--- src/rtl/if_fetch.sv ---
// Instruction fetch: owns the PC, issues req/ack fetches and presents {instr, pcplus1, epc} to IF/ID.
// Latency: one cycle from request to updated outputs with a zero-wait memory, plus one per wait/steal cycle.
// Backpressure: stall_pc_i holds PC and outputs, mem_busy_i suppresses the request, stall_req_o is raised until the fetch lands.
//
// Ports: CLK/RST (async, active-low); stall_pc_i, branch_i/branch_target_i, int_i, eret_i/epc_ret_i
//        (redirect control); mem_busy_i (bus lent to MEM); imem_req_o/imem_addr_o/imem_ack_i/imem_data_i
//        (fetch port); instr_o/pcplus1_o/epc_o (IF/ID payload); stall_req_o (fetch incomplete).
// Build option IF_PERF_CNT_EN adds fetch_stall_cnt_o, a saturating count of stall_req_o cycles.
module if_fetch #(
   parameter logic [15:0] RESET_PC   = 16'h0000,
   parameter logic [15:0] INT_VECTOR = 16'h0008,
   parameter logic [15:0] NOP_INSTR  = 16'h0800
) (
   input  logic        CLK,
   input  logic        RST,
   input  logic        stall_pc_i,
   input  logic        branch_i,
   input  logic [15:0] branch_target_i,
   input  logic        int_i,
   input  logic        eret_i,
   input  logic [15:0] epc_ret_i,
   input  logic        mem_busy_i,
   output logic        imem_req_o,
   output logic [15:0] imem_addr_o,
   input  logic        imem_ack_i,
   input  logic [15:0] imem_data_i,
   output logic [15:0] instr_o,
   output logic [15:0] pcplus1_o,
   output logic [15:0] epc_o,
`ifdef IF_PERF_CNT_EN
   output logic [15:0] fetch_stall_cnt_o,
`endif
   output logic        stall_req_o
);

   typedef enum logic [1:0] {
      S_FETCH = 2'd0,
      S_HOLD  = 2'd1,
      S_DRAIN = 2'd2
   } state_t;

   state_t      state;
   logic [15:0] pc;
   logic        req_sent;     // a request went out earlier in this fetch and is still unanswered
   logic        redirect;
   logic [15:0] redirect_pc;
   logic [15:0] next_pc;
   logic        fetch_req;
   logic        accept;

   always_comb begin
      redirect    = int_i | eret_i | branch_i;
      redirect_pc = branch_target_i;
      if (int_i)
         redirect_pc = INT_VECTOR;
      else if (eret_i)
         redirect_pc = epc_ret_i;
      next_pc = redirect ? redirect_pc : pc + 16'd1;
   end

   // Reset is folded in so the request and stall are quiet while RST is asserted.
   assign fetch_req   = RST && (state == S_FETCH) && !mem_busy_i;
   assign accept      = fetch_req && imem_ack_i;
   assign imem_req_o  = fetch_req;
   assign imem_addr_o = pc;
   assign stall_req_o = RST && ((state == S_DRAIN) || ((state == S_FETCH) && !accept));

   always_ff @(posedge CLK or negedge RST) begin
      if (!RST) begin
         state     <= S_FETCH;
         pc        <= RESET_PC;
         req_sent  <= 1'b0;
         instr_o   <= NOP_INSTR;
         pcplus1_o <= RESET_PC + 16'd1;
         epc_o     <= RESET_PC;
      end else begin
         case (state)
            S_FETCH: begin
               if (accept) begin
                  // Word is captured even when a redirect arrives on the same edge.
                  instr_o   <= imem_data_i;
                  epc_o     <= pc;
                  pcplus1_o <= pc + 16'd1;
                  req_sent  <= 1'b0;
                  if (redirect || !stall_pc_i)
                     pc <= next_pc;
                  else
                     state <= S_HOLD;
               end else if (redirect) begin
                  pc       <= next_pc;
                  req_sent <= 1'b0;
                  // Only drain if memory actually saw a request; otherwise no ack will ever come.
                  if (fetch_req || req_sent)
                     state <= S_DRAIN;
               end else if (fetch_req) begin
                  req_sent <= 1'b1;
               end
            end
            S_HOLD: begin
               if (redirect || !stall_pc_i) begin
                  pc    <= next_pc;
                  state <= S_FETCH;
               end
            end
            S_DRAIN: begin
               // The stale word is dropped; only the handshake matters here.
               if (redirect)
                  pc <= next_pc;
               if (imem_ack_i)
                  state <= S_FETCH;
            end
            default: state <= S_FETCH;
         endcase
      end
   end

`ifdef IF_PERF_CNT_EN
   always_ff @(posedge CLK or negedge RST) begin
      if (!RST)
         fetch_stall_cnt_o <= 16'h0000;
      else if (stall_req_o && (fetch_stall_cnt_o != 16'hFFFF))
         fetch_stall_cnt_o <= fetch_stall_cnt_o + 16'd1;
   end
`endif

endmodule

--- config.mk ---
export PLATFORM = sky130hd
export DESIGN_NAME = if_fetch
export DESIGN_NICKNAME = d
export VERILOG_FILES = /design/src/rtl/if_fetch.sv
export SDC_FILE = /design/constraint.sdc
export NUM_CORES = 1
export LEC_CHECK = 0
export BUFFER_PORTS_ARGS = -buffer_cell sky130_fd_sc_hd__buf_2
export CAP_MARGIN = 20
export CORE_MARGIN = 2
export CORE_UTILIZATION = 51
export DETAILED_ROUTE_END_ITERATION = 8
export PLACE_DENSITY_LB_ADDON = 0.1
export SYNTH_ARGS = -nofsm -noshare
export SYNTH_HDL_FRONTEND = slang
export SYNTH_SLANG_ARGS = --single-unit
--- constraint.sdc ---
create_clock -name CLK -period 2.49 [get_ports CLK]
set_input_delay 0.249 -clock CLK [delete_from_list [all_inputs] [get_ports CLK]]
set_output_delay 0.249 -clock CLK [all_outputs]
set_load 0.02 [all_outputs]
==> impl_table.tex <==
\begin{tabular}{lr}
\hline
Metric & Value \\
\hline
\multicolumn{2}{l}{\textbf{Power and ir drop}} \\
\quad Portion of total power attributed to sequential cells & 0.382 \\
\quad Leakage power of the design & 0.00227 µW \\
\quad VDD IR-drop max & 0.577 mV \\
\quad Switching Fraction & 0.389 \\
\quad Int Pwr & 2820 µW \\
\quad Portion of total power attributed to combinational logic & 0.400 \\
\quad Fraction of power consumed by the clock network & 0.219 \\
\quad P per Cell Area & 992 nW/µm² \\
\quad NetSw & 1800 µW \\
\multicolumn{2}{l}{\textbf{Timing}} \\
\quad Final slew viol count & 0 \\
\quad Number of endpoints with negative hold slack in the final report & 0 \\
\quad F\_max & about 0.44 GHz \\
\quad Minimum clock period after layout & roughly 2.3 ns \\
\quad Sum of negative setup slack & 0 ns \\
\quad Worst clock skew on the final layout & $\sim$0.0094 ns \\
\quad Unrepaired setup endpoints after global routing & no \\
\quad Worst slew margin relative to its limit & 0.514 \\
\quad Transition time of the tightest slew-check pin & 0.729 ns \\
\quad Setup-failing EPs final & 0 \\
\quad Period Utilization, post-route & 0.910 \\
\multicolumn{2}{l}{\textbf{Floorplanning}} \\
\quad Die area & 7810 µm² \\
\quad Overall die height & 88.4 µm \\
\quad Floorplan row count & 30 \\
\quad Effective utilization at floorplan & 0.531 \\
\quad IO Count & 122 \\
\quad Die X & 88.4 µm \\
\quad Core box area & between 6000 and 7000 µm² \\
\multicolumn{2}{l}{\textbf{Global route}} \\
\quad Number of antenna violations at the first check in global routing & 0 \\
\quad GRT overflow & 0 \\
\quad First-pass GRT wire length & 15300 µm \\
\quad Tot GR Track Use & 0.255 \\
\quad Via count of the first global-routing pass & approximately 3.1k \\
\quad Largest net degree at the start of global routing & between 50 and 60 \\
\multicolumn{2}{l}{\textbf{Layout}} \\
\quad Final core utilization & 0.681 \\
\quad Number of nets at the end of the flow & 569 \\
\quad Share of layout cells above drive strength 1 & 0.376 \\
\quad Area growth from synthesis to final layout & 28.1\% \\
\multicolumn{2}{l}{\textbf{Place}} \\
\quad Port buffer count & 121 \\
\quad Placer congestion estimate & 0.862 \\
\quad HPWL after detailed placement & 7010 µm \\
\multicolumn{2}{l}{\textbf{Drt}} \\
\quad Post-detailed-routing wire length & 9490 µm \\
\quad Number of search-and-repair iterations in the first detailed-routing pass & 5 \\
\quad Routed len/inst & 15.6 µm \\
\quad DRC Markers & 0 \\
\quad Number of vias in the routed layout & 3376 \\
\quad Routed Antenna Nets & 0 \\
\quad Average via count per standard cell & 5.53 \\
\quad DRC marker count from the first detailed-route iteration & approximately 240 \\
\multicolumn{2}{l}{\textbf{Critical path}} \\
\quad Capture point of the worst reg-to-reg path & imem\_addr\_o[14] \\
\quad Sort of element at the start of the critical path & register \\
\quad Type of the worst setup path & reg -> reg \\
\quad Maximum fanout count along the critical path & 7 \\
\quad Source of the critical timing path & state[0] \\
\quad Arr. time, crit path & 2.55 ns \\
\quad Depth of the worst register-to-register path & 9 \\
\quad Critical path destination & imem\_addr\_o[14] \\
\quad Required time at the endpoint of the critical path & 2.77 ns \\
\quad Type of destination of the critical path & register \\
\quad Register-to-register path setup slack & 0.22 ns \\
\quad Source of the worst register-to-register timing path & state[0] \\
\multicolumn{2}{l}{\textbf{Synthesis}} \\
\quad Number of enable flip-flop cells after synthesis & 0 \\
\quad Library cells used by synthesis & 53 \\
\quad Share of the yosys chip area belonging to registers & 0.463 \\
\quad Gate Count Post-Synth & 378 \\
\quad Cell taking the most area after synthesis & sky130\_fd\_sc\_hd\_\_dfrtp\_1 \\
\quad Most instantiated flip-flop cell in the synthesis netlist & sky130\_fd\_sc\_hd\_\_dfrtp\_1 \\
\quad Synthesized cell area & around 3600 µm² \\
\quad Top cells by instance count after synthesis & sky130\_fd\_sc\_hd\_\_dfrtp\_1, sky130\_fd\_sc\_hd\_\_nand2\_1, sky130\_fd\_sc\_hd\_\_o21ai\_0 \\
\quad Area share of the largest cell type after synthesis & 0.448 \\
\quad Fraction of registers with async set or reset after synthesis & 1.00 \\
\quad Nets in the synthesized netlist & roughly 440 \\
\quad YS warnings & 0 \\
\quad Mean cell area of the mapped netlist & between 9 and 10 µm² \\
\quad Number of register bits inferred by synthesis & 67 \\
\quad Library cell with the highest instance count after synthesis & sky130\_fd\_sc\_hd\_\_dfrtp\_1 \\
\quad Top cells by area in the synthesized netlist & sky130\_fd\_sc\_hd\_\_dfrtp\_1, sky130\_fd\_sc\_hd\_\_mux2\_2, sky130\_fd\_sc\_hd\_\_o21ai\_0 \\
\multicolumn{2}{l}{\textbf{CTS}} \\
\quad Root buf cell & sky130\_fd\_sc\_hd\_\_clkbuf\_8 \\
\quad Count of clock tree sinks & 67 \\
\quad Clock latency on the worst-skew pair & 0.34 ns \\
\quad H-tree Lvls & 3 \\
\quad TritonCTS clock tree & yes \\
\quad Number of buffers on the longest clock path & 2 \\
\quad Total CTS buffers & 9 \\
\quad Clock transition at the register clock pins on the worst setup and hold paths after CTS & 0.08 ns \\
\multicolumn{2}{l}{\textbf{Flow run}} \\
\quad Max\_cap viols & 0 \\
\multicolumn{2}{l}{\textbf{Status}} \\
\quad Result of the run & complete, no violations \\
\multicolumn{2}{l}{\textbf{Hold path}} \\
\quad Class of the tightest hold or removal check & in -> reg \\
\hline
\end{tabular}
## repair_timing
action | 4_1_cts | 5_1_grt
resized for setup | 1 | 4
hold buffers | 1 | 0
endpoints found under the setup margin | 1 | 6
buffers inserted | 0 | 1
endpoints found under the hold margin | 9 | 0
pin swaps | 0 | 1
## critical path, cell delays in order, from the launching register on
cell and delay [ns]:
sky130_fd_sc_hd__dfrtp_1 0.41, sky130_fd_sc_hd__inv_1 0.11, sky130_fd_sc_hd__ha_1 0.27, sky130_fd_sc_hd__nand4b_1 0.12, sky130_fd_sc_hd__buf_4 0.18, sky130_fd_sc_hd__o21a_1 0.18
sky130_fd_sc_hd__or3_1 0.39, sky130_fd_sc_hd__a211o_1 0.29, sky130_fd_sc_hd__a31oi_1 0.14, sky130_fd_sc_hd__a211o_1 0.12
## state kept, by name, summed over array words and instances, names as in the netlist
signal       cells
req_sent         1
epc_o           16
instr_o         16
state            2
pcplus1_o       16
imem_addr_o     16
## power by group through the flow
| stage | Clock (µW) | Sequential, µW | Combinational (µW) |
|---|---|---|---|
| 2_1_floorplan | 0 | 2240 | 681 |
| 3_3_place_gp | 0 | 1750 | 1810 |
| 4_1_cts | 1030 | 1760 | 1850 |
| 3_5_place_dp | 0 | 1780 | 1840 |
| 5_1_grt | 1070 | 1820 | 2010 |
| 6_report | 1010 | 1760 | 1840 |
## worst min-delay path by stage
| stage | startpoint | endpoint | slack, ns | cells after the start |
|---|---|---|---|---|
| finish | imem_data_i[7] | instr_o[7] | 0.13 | 2 |
| global route | imem_data_i[13] | instr_o[13] | 0.12 | 2 |
| CTS | imem_data_i[7] | instr_o[7] | 0.12 | 2 |
| detailed placement | RST | instr_o[12] | 0.21 | 2 |
| global placement | RST | epc_o[2] | 0.21 | 2 |
| floorplan | RST | epc_o[0] | -0.05 | 0 |
## layout make-up
cell class	instances	area, µm²
fill	582	2180
multi-input combinational	282	1840
sequential	67	1680
timing repair buffer	140	763
clock buffer	12	145
tap	96	120
clock inverter	4	73.8
inverter	8	30.0
antenna	1	2.50
## kinds of logic after synthesis
logic type / count (synthesis) / share of synthesized area
xor gates and xnor gates: 10 / 0.0241
and+or+nand+nor: 127 / 0.172
adders and majority gates: 5 / 0.0172
AOI/OAI and AO/OA: 105 / 0.184
DFF: 67 / 0.463
muxes: 35 / 0.107
buffers and inverters: 29 / 0.0327
## per-layer routing
| layer | up-vias | part of all wire | GRT usage | wire [µm] |
|---|---|---|---|---|
| li1 | 1621 | - | - | - |
| met1 | 1608 | 0.46 | 0.362 | 4370 |
| met2 | 137 | 0.46 | 0.386 | 4390 |
| met3 | 10 | 0.065 | 0.0606 | 613 |
| met4 | 0 | 0.013 | 0.0826 | 121 |
| met5 | - | 0 | 0 | 0 |
## layout by cell type, fill, tap and decap left out, drive strengths merged, types with 5 or more instances in the layout
cell type and instances:
o21ai 40, mux2i 5, or3 9, nand2 48, nor2 19, xnor2 6, clkbuf 12, nand2b 6
a211o 10, dfrtp 65, nor3 12, ha 5, a21oi 24, mux2 30, nor2b 10, nand3 10
buf 139, inv 7
## metrics by stage
| step | worst slack (ns) | hold WS, ns | std cells | total power (µW) | instance area, µm² |
|---|---|---|---|---|---|
| 2_1_floorplan | 0.311 | -0.0466 | 378 | 2920 | 3630 |
| 3_3_place_gp | 0.298 | 0.207 | 591 | 3570 | 4390 |
| 3_5_place_dp | 0.248 | 0.210 | 591 | 3620 | 4390 |
| 4_1_cts | 0.0893 | 0.122 | 608 | 4640 | 4630 |
| 5_1_grt | 0.0529 | 0.124 | 609 | 4900 | 4650 |
| 6_report | 0.224 | 0.131 | 610 | 4610 | 4650 |
(Power assumes the default switching activity.)
